`config.mk`:
```
export PLATFORM = sky130hd
export DESIGN_NAME = vend_controller
export DESIGN_NICKNAME = d
export VERILOG_FILES = /design/src/rtl/vend_pkg.sv /design/src/rtl/credit_acc.sv /design/src/rtl/vend_controller.sv
export SDC_FILE = /design/constraint.sdc
export NUM_CORES = 1
export LEC_CHECK = 0
export CAP_MARGIN = 15
export CORE_ASPECT_RATIO = 1.4
export CORE_MARGIN = 8
export CORE_UTILIZATION = 40
export DETAILED_ROUTE_END_ITERATION = 10
export SYNTH_ARGS = -nofsm -noshare
export SYNTH_HDL_FRONTEND = slang
export SYNTH_SLANG_ARGS = --single-unit
```
`constraint.sdc`:
```
create_clock -name clk -period 2.5 [get_ports clk]
set_input_delay 0.5 -clock clk [delete_from_list [all_inputs] [get_ports clk]]
set_output_delay 0.5 -clock clk [all_outputs]
set_load 0.005 [all_outputs]
```
`src/rtl/vend_pkg.sv`:
```
// Shared types and constants for the vending controller.
// Optional feature macro used by the controller: CHANGE_RETURN_EN.
package vend_pkg;

    localparam int CREDIT_W = 4;
    localparam logic [CREDIT_W-1:0] CREDIT_MAX = 4'd15;

    typedef logic [CREDIT_W-1:0] credit_t;

    typedef enum logic [2:0] {
        ST_IDLE     = 3'd0,
        ST_COLLECT  = 3'd1,
        ST_DISPENSE = 3'd2,
        ST_CHANGE   = 3'd3,
        ST_REFUND   = 3'd4
    } vend_state_e;

    // True when a + b still fits in the credit register without wrapping.
    function automatic logic credit_fits(input credit_t a, input credit_t b);
        return ({1'b0, a} + {1'b0, b}) <= {1'b0, CREDIT_MAX};
    endfunction

endpackage

```
`src/rtl/credit_acc.sv`:
```
// Credit register with clear/load/add control and an overflow check on the
// candidate coin, so the controller can accept or reject it in the same cycle.
module credit_acc
    import vend_pkg::*;
(
    input  logic                clk,
    input  logic                rst,
    input  logic                clr,
    input  logic                load,
    input  logic [CREDIT_W-1:0] load_val,
    input  logic                add,
    input  logic [CREDIT_W-1:0] add_val,
    output logic                add_fits,
    output logic [CREDIT_W-1:0] credit
);

    // Independent of add so the controller can use it to decide add.
    assign add_fits = credit_fits(credit, add_val);

    always_ff @(posedge clk or posedge rst) begin
        if (rst) begin
            credit <= '0;
        end else if (clr) begin
            credit <= '0;
        end else if (load) begin
            credit <= load_val;
        end else if (add && add_fits) begin
            credit <= credit + add_val;
        end
    end

endmodule

```
`src/rtl/vend_controller.sv`:
```
// Coffee vending controller: coin collection, dispense handshake, refunds.
// Define CHANGE_RETURN_EN to return excess credit as change after dispensing.
module vend_controller
    import vend_pkg::*;
#(
    parameter int TIMEOUT_CYCLES = 1000
) (
    input  logic                clk,
    input  logic                rst,
    input  logic                coin_valid,
    input  logic [CREDIT_W-1:0] coin_value,
    input  logic [CREDIT_W-1:0] coffee_price,
    input  logic                cancel,
    input  logic                dispense_done,
    output logic                LED_yellow,
    output logic                LED_green,
    output logic                dispense,
    output logic                refund,
    output logic [CREDIT_W-1:0] refund_value,
    output logic                coin_reject,
    output logic [CREDIT_W-1:0] credit
);

    localparam int TMO_W = (TIMEOUT_CYCLES > 1) ? $clog2(TIMEOUT_CYCLES) : 1;
    localparam logic [TMO_W-1:0] TMO_LAST = TMO_W'(TIMEOUT_CYCLES - 1);

    vend_state_e         state, state_nxt;
    logic [CREDIT_W-1:0] price_q;
    logic [TMO_W-1:0]    tmo_cnt;
    logic                tmo_inc;
    logic                reject_nxt;
    logic                acc_clr, acc_load, acc_add, acc_fits;

    credit_acc u_credit_acc (
        .clk      (clk),
        .rst      (rst),
        .clr      (acc_clr),
        .load     (acc_load),
        .load_val (coin_value),
        .add      (acc_add),
        .add_val  (coin_value),
        .add_fits (acc_fits),
        .credit   (credit)
    );

    always_comb begin
        state_nxt  = state;
        acc_clr    = 1'b0;
        acc_load   = 1'b0;
        acc_add    = 1'b0;
        tmo_inc    = 1'b0;
        reject_nxt = 1'b0;
        case (state)
            ST_IDLE: begin
                if (coin_valid) begin
                    if (coffee_price != '0 && coin_value != '0) begin
                        acc_load  = 1'b1;
                        state_nxt = ST_COLLECT;
                    end else begin
                        reject_nxt = 1'b1;
                    end
                end
            end
            ST_COLLECT: begin
                // Cancel wins over a ready dispense; any coin this cycle bounces.
                if (cancel) begin
                    reject_nxt = coin_valid;
                    state_nxt  = ST_REFUND;
                end else if (credit >= price_q) begin
                    reject_nxt = coin_valid;
                    state_nxt  = ST_DISPENSE;
                end else begin
                    acc_add    = coin_valid && acc_fits;
                    reject_nxt = coin_valid && !acc_fits;
                    if (acc_add) begin
                        tmo_inc = 1'b0;
                    end else if (tmo_cnt == TMO_LAST) begin
                        state_nxt = ST_REFUND;
                    end else begin
                        tmo_inc = 1'b1;
                    end
                end
            end
            ST_DISPENSE: begin
                reject_nxt = coin_valid;
                if (dispense_done) begin
`ifdef CHANGE_RETURN_EN
                    if (credit > price_q) begin
                        state_nxt = ST_CHANGE;
                    end else begin
                        acc_clr   = 1'b1;
                        state_nxt = ST_IDLE;
                    end
`else
                    // Excess credit is forfeited in this build.
                    acc_clr   = 1'b1;
                    state_nxt = ST_IDLE;
`endif
                end
            end
`ifdef CHANGE_RETURN_EN
            ST_CHANGE: begin
                reject_nxt = coin_valid;
                acc_clr    = 1'b1;
                state_nxt  = ST_IDLE;
            end
`endif
            ST_REFUND: begin
                reject_nxt = coin_valid;
                acc_clr    = 1'b1;
                state_nxt  = ST_IDLE;
            end
            default: begin
                acc_clr   = 1'b1;
                state_nxt = ST_IDLE;
            end
        endcase
    end

    always_ff @(posedge clk or posedge rst) begin
        if (rst) begin
            state       <= ST_IDLE;
            price_q     <= '0;
            tmo_cnt     <= '0;
            coin_reject <= 1'b0;
        end else begin
            state       <= state_nxt;
            coin_reject <= reject_nxt;
            if (acc_load) begin
                price_q <= coffee_price;
            end
            // Anything other than an idle COLLECT cycle restarts the count.
            tmo_cnt <= tmo_inc ? tmo_cnt + TMO_W'(1) : '0;
        end
    end

    // Moore outputs; refund lasts exactly the one cycle spent in CHANGE/REFUND.
    always_comb begin
        LED_yellow   = (state == ST_COLLECT);
        LED_green    = (state == ST_DISPENSE);
        dispense     = (state == ST_DISPENSE);
        refund       = 1'b0;
        refund_value = '0;
        if (state == ST_REFUND) begin
            refund       = 1'b1;
            refund_value = credit;
        end
`ifdef CHANGE_RETURN_EN
        if (state == ST_CHANGE) begin
            refund       = 1'b1;
            refund_value = credit - price_q;
        end
`endif
    end

endmodule

```
Word level (Yosys, flattened, before mapping):

Index checks and enable logic that the tools add are counted.

* $add $sub $neg: 3
* $lt $le $gt $ge: 2
* eq/ne operators: 9
* muxes and demuxes: 32
* reduce and logical (&&, ||, !) cells: 12

Operator list (number)
* $mux W3: 7
* $mux W1: 17
* $mux W4: 4
* $add A10 B1 Y10 const B: 1
* $eq A10 B10 Y1 const B: 1
* $mux W10: 1
* $pmux W3 S3: 1
* $reduce_bool A4 Y1: 2
* $ne A2 B2 Y1 const B: 3
* $add A4 B4 Y5: 1
* $le A5 B4 Y1 const B: 1
* $reduce_and A5 Y1: 1
* $add A4 B4 Y4: 1
* $ge A4 B4 Y1: 1
* $logic_and A1 B1 Y1: 4
* $ne A4 B2 Y1 const B: 1
* $ne A4 B4 Y1 const B: 1
* $reduce_or A2 Y1: 2
* $eq A3 B1 Y1 const B: 1
* $eq A3 B2 Y1 const B: 1
* $eq A3 B3 Y1 const B: 1
* $logic_not A3 Y1: 1
* $pmux W1 S3: 1
* $reduce_bool A3 Y1: 1
* other kinds (2): 2

* bits in registers: 22
* output and inout port bits: 13

Depth between registers and ports, before layout:

* depth in word-level cells: 10
* mapped depth: 7
* mapped depth without buffers: 6

By module:

A second synthesis with hierarchy kept.

* cell total of the unflattened synthesis: 145
* area, all modules: 1418.9 um^2

Modules (own cells, without submodules)
* vend_controller: instances 1, cells each 102, area an instance 1039.7 um^2
* credit_acc: instances 1, cells each 43, area an instance 379.1 um^2

Worst setup path after synthesis:

Ideal clock, no wire load.

* path type: input-to-reg
* from: input coin_value[0]
* to: register u_credit_acc.credit[3]
* setup time: 82 ps
* arrival: 2016 ps
* slack: 402 ps
* stages on the path: 6
* path buffers: 0
* path through: ha_1 > fa_1 > nand3_1 > nand3_1 > or4_1 > a31oi_1

* word-level cells in the longest chain between the ends: 8
* elaborated cells between the ends (all ways): 17

RTL lines
* start, declared: RTL line vend_controller.sv:11 `input logic [CREDIT_W-1:0] coin_value,`
* $add A4 B4 Y5: RTL line vend_pkg.sv:20 `return ({1'b0, a} + {1'b0, b}) <= {1'b0, CREDIT_MAX};`
* $le A5 B4 Y1: RTL line vend_pkg.sv:20
* $logic_and A1 B1 Y1: RTL line vend_controller.sv:73 `acc_add = coin_valid && acc_fits;`
* $mux W1: RTL line vend_controller.sv:69 `end else if (credit >= price_q) begin`
* $mux W1: RTL line vend_controller.sv:66 `if (cancel) begin`
* $mux W1: RTL line vend_controller.sv:53 `case (state)`
* $logic_and A1 B1 Y1: RTL line credit_acc.sv:27 `end else if (add && add_fits) begin`
* $reduce_bool A3 Y1 (no source line)
* end signal, assigned: RTL line credit_acc.sv:26 `credit <= load_val;`
* end signal, assigned: RTL line credit_acc.sv:28 `credit <= credit + add_val;`
* end, declared: RTL line credit_acc.sv:14 `output logic [CREDIT_W-1:0] credit`

Several ways; a longest one is shown, not always the timed one. The select of a mux whose other input is x is not followed.
A chain may end at the register's enable or synchronous reset.

Worst setup path in the final report:

* from: register state[2]
* to: output refund_value[3]

* word-level cells in the longest chain between the ends: 2

RTL lines
* start, declared: RTL line vend_controller.sv:27 `vend_state_e state, state_nxt;`
* start signal, assigned: RTL line vend_controller.sv:127 `state <= state_nxt;`
* $eq A3 B3 Y1: RTL line vend_controller.sv:144 `if (state == ST_REFUND) begin`
* $mux W4: RTL line vend_controller.sv:144
* end, declared: RTL line vend_controller.sv:19 `output logic [CREDIT_W-1:0] refund_value,`

No other way between the ends.

==> load_flow_metrics.sql <==
INSERT INTO impl_metrics (metric_group, metric, value, unit) VALUES
('sta', 'fmax', '430', 'MHz'),
('worst_hold_path', 'hold_path.class', 'register to register', ''),
('power_and_ir_drop', 'power.leakage', '0.000744', 'uW'),
('critical_path', 'critical_path.slowest_cell', 'dfrtp_1', ''),
('outcome', 'outcome', 'finished, final reports clean', ''),
('grt', 'first_global_vias', '1172', ''),
('grt', 'grt.overflow.total', '0', ''),
('grt', 'maximum_number_of_pins_on_one_net_before_global_route_repair', '23', ''),
('clocking', 'ctsHoldBuffers', '0', ''),
('routing', 'wl_per_cell', '15.2', 'um'),
('logic_synthesis', 'synth_largest_type_area_fraction', '40.9', '%'),
('sta', 'final.period_utilization', '93.1', '%'),
('power_and_ir_drop', 'cellPowerDensity', '933', 'nW/um^2'),
('job', 'max_cap_check_violation_count', '0', ''),
('logic_synthesis', 'synth.avg_cell_area', '9.69', 'sq um'),
('sta', 'finalHoldViolCount', '0', ''),
('routing', 'viasPerCell', '5.44', ''),
('critical_path', 'kind_of_start_point_of_the_critical_path', 'register', ''),
('sta', 'slew_headroom', '66.2', '%'),
('logic_synthesis', 'synth_xor_xnor_area_share', '5.85', '%'),
('logic_synthesis', 'cell_type_with_the_highest_aggregate_area_in_the_netlist', 'dfrtp_1', ''),
('logic_synthesis', 'synth_mux_area_share', '3.34', '%'),
('die', 'die_area', '5510', 'sq um'),
('clocking', 'clkSlewWorstSetupHoldPaths', '0.08', 'ns'),
('die', 'floorplan.initialDensity', '40.6', '%'),
('critical_path', 'cp_max_fo', '8', ''),
('logic_synthesis', 'syn-cell-area', '1350', 'sq um'),
('logic_synthesis', 'post_synth_fa_ha_maj_area_fraction', '9.84', '%'),
('routing', 'first_iter_violations', '37', ''),
('die', 'std_cell_rows', '25', ''),
('sta', 'slew_viol_final', '0', ''),
('critical_path', 'setup.worst_path.class', 'register to output port', ''),
('logic_synthesis', 'synth_simple_gate_area_share', '22.4', '%'),
('placement', 'dp.final_hpwl', '2540', 'um'),
('placement', 'globalplace.congestion', '0.820', ''),
('routing', 'firstDrtPassIters', '4', ''),
('clocking', 'clk_path_buf_depth', '2', ''),
('logic_synthesis', 'ys_warn_count', '0', ''),
('clocking', 'cts_post_setup_buffers_inserted', '0', ''),
('critical_path', 'crit_required', '2.00', 'ns'),
('sta', 'grt_setup_unrepaired', 'false', ''),
('logic_synthesis', 'dominant_combinational_cell_family_by_area_after_synthesis', 'simple AND/OR/NAND/NOR gates', ''),
('critical_path', 'end_kind', 'output port', ''),
('sta', 'setup_viol', '0', ''),
('cells_and_area', 'stdcell_count', '213', ''),
('clocking', 'numCtsBuffers', '3', ''),
('logic_synthesis', 'yosysSeqAreaShare', '40.9', '%'),
('routing', 'drcViolationCount', '0', ''),
('clocking', 'cts_resized', '0', ''),
('critical_path', 'cp_slowest_stage_delay', '0.52', 'ns'),
('routing', 'antenna_left', '0', ''),
('clocking', 'clk_root_buffer_cell', 'clkbuf_8', ''),
('logic_synthesis', 'synthTopCellsByArea', 'dfrtp_1 41%, ha_1 8.4%, xnor2_1 3.9%', ''),
('clocking', 'cts.htree.levels', '1', ''),
('cells_and_area', 'num-nets-final', '197', ''),
('grt', 'grt_first_pass_wirelength', '5450', 'um'),
('clocking', 'cts_num_sinks', '22', ''),
('sta', 'clock-skew-final', '0.00138', 'ns'),
('placement', 'numPortBuffers', '25', ''),
('critical_path', 'cp.arrival', '1.83', 'ns'),
('clocking', 'clk_latency', '0.26', 'ns'),
('logic_synthesis', 'synth_compound_area_share', '13.2', '%'),
('die', 'die-height', '84.7', 'um'),
('cells_and_area', 'fill_cells', '340', ''),
('sta', 'worst-slew-pin-transition', '0.501', 'ns'),
('cells_and_area', 'final_core_util', '52.9', '%'),
('die', 'core_region_area', '3320', 'sq um'),
('critical_path', 'timing.critical_path.cells', 'nor3b_1 > buf_4 > and2_1 > clkdlybuf4s50_1', ''),
('routing', 'finalWirelength', '3240', 'um'),
('grt', 'antenna_found_initial', '0', ''),
('cells_and_area', 'share_of_layout_cells_above_drive_strength_1', '11.0', '%');
-- critical path, delay by kind of cell, from the launching register on --
kind | cells | cell delay [ns]
and+or+nand+nor | 2 | 0.37
buffers and inverters | 2 | 0.67
DFF | 1 | 0.52
-- stage by stage --
stage	power [uW]	setup slack, ns	hold slack (ns)	setup TNS [ns]	instance area (sq um)
2_1_floorplan	1040	0.402	0.433	0	1350
3_3_place_gp	1370	0.0115	0.442	0	1700
3_5_place_dp	1390	-0.0510	0.460	-0.0510	1700
4_1_cts	1660	0.171	0.471	0	1760
5_1_grt	1780	0.0557	0.489	0	1760
6_report	1640	0.174	0.465	0	1760
-- layout by cell type, fill, tap and decap left out, drive strengths merged, types with 2 or more instances in the layout --
master         count
xnor2              6
nor3               5
nand2b             2
mux2               4
o21a               2
nor3b              3
nor2              13
inv                9
clkdlybuf4s50     25
ha                 9
o211ai             3
a21oi              5
and3               2
clkbuf             4
a31oi              3
or4                2
and2               6
buf                9
nand2              6
nand4              3
nor4               2
nand3              8
dfrtp             22
xor2               3
o21ai              8
-- kinds of logic after synthesis --
family                   count (synthesis)
adder cells (fa/ha/maj)                 10
flip-flops                              22
AO/OA/AOI/OAI                           27
AND/OR/NAND/NOR                         54
XOR/XNOR                                 9
multiplexers                             4
buffers and inverters                   13
-- routing by layer --
metal / GRT usage [%] / wire (um) / up-vias / share of wire, %
met3: 3.06 / 182 / 4 / 5.6
met4: 4.98 / 63 / 0 / 1.9
met2: 21.5 / 1670 / 24 / 51
li1: - / - / 566 / -
met1: 13.1 / 1330 / 564 / 41
met5: 0 / 0 / - / 0
-- Yosys cell counts --
cell,instances
a31oi_1,3
ha_1,9
buf_4,1
o211a_1,1
o31ai_1,1
nor4_1,2
dfrtp_1,22
xnor2_1,6
buf_6,1
nor3_1,5
nand2_1,6
nor3b_1,3
or4b_1,1
inv_1,9
buf_2,1
o21ai_0,8
nor4b_4,1
nand4_1,3
and2_1,6
a22o_1,1
a21oi_1,5
nand2b_1,2
nor2_1,13
o2111ai_1,1
or4_1,2
nand3_1,8
o211ai_2,1
o21a_1,2
and3_1,2
clkbuf_1,1
fa_1,1
o41ai_1,1
mux2_2,4
a21boi_0,1
o211ai_1,2
xor2_1,3
-- report_power, final --
group / total [uW] / internal, uW / switching, uW / leakage [uW]
sequential: 562 / 451 / 111 / 0.000289
combinational: 821 / 430 / 391 / 0.000426
clock: 255 / 140 / 115 / 0.0000288
-- worst paths after layout --
| path | start | end | slack, ns | depth (start not counted) |
|---|---|---|---|---|
| worst max-delay path | state[2]$_DFFE_PP0P_ | refund_value[3] | 0.17 | 4 |
| worst min-delay path | tmo_cnt[0]$_DFF_PP0_ | tmo_cnt[0]$_DFF_PP0_ | 0.46 | 1 |
| worst max register to register | u_credit_acc.credit[0]$_DFFE_PP0P_ | u_credit_acc.credit[3]$_DFFE_PP0P_ | 0.42 | 6 |
| worst min register to register | tmo_cnt[0]$_DFF_PP0_ | tmo_cnt[0]$_DFF_PP0_ | 0.46 | 1 |
| max in group asynchronous | rst | coin_reject$_DFF_PP0_ | 1.71 | 3 |
| min in group asynchronous | rst | price_q[2]$_DFFE_PP0P_ | 0.57 | 3 |
-- sequential cells by signal, summed over array words and instances, names as in the netlist --
name,flops
tmo_cnt,10
state,3
u_credit_acc.credit,4
price_q,4
coin_reject,1
-- cell type report --
cell class,instances,area [sq um],area share [%]
inverters,9,33.8,1.92
well taps,40,50.0,2.85
flip-flops and latches,22,551,31.4
repair buffers,34,330,18.8
multi-input cells,104,736,41.9
clock buffers,4,55.1,3.14
Note: power is estimated with default switching activity, not from simulation.
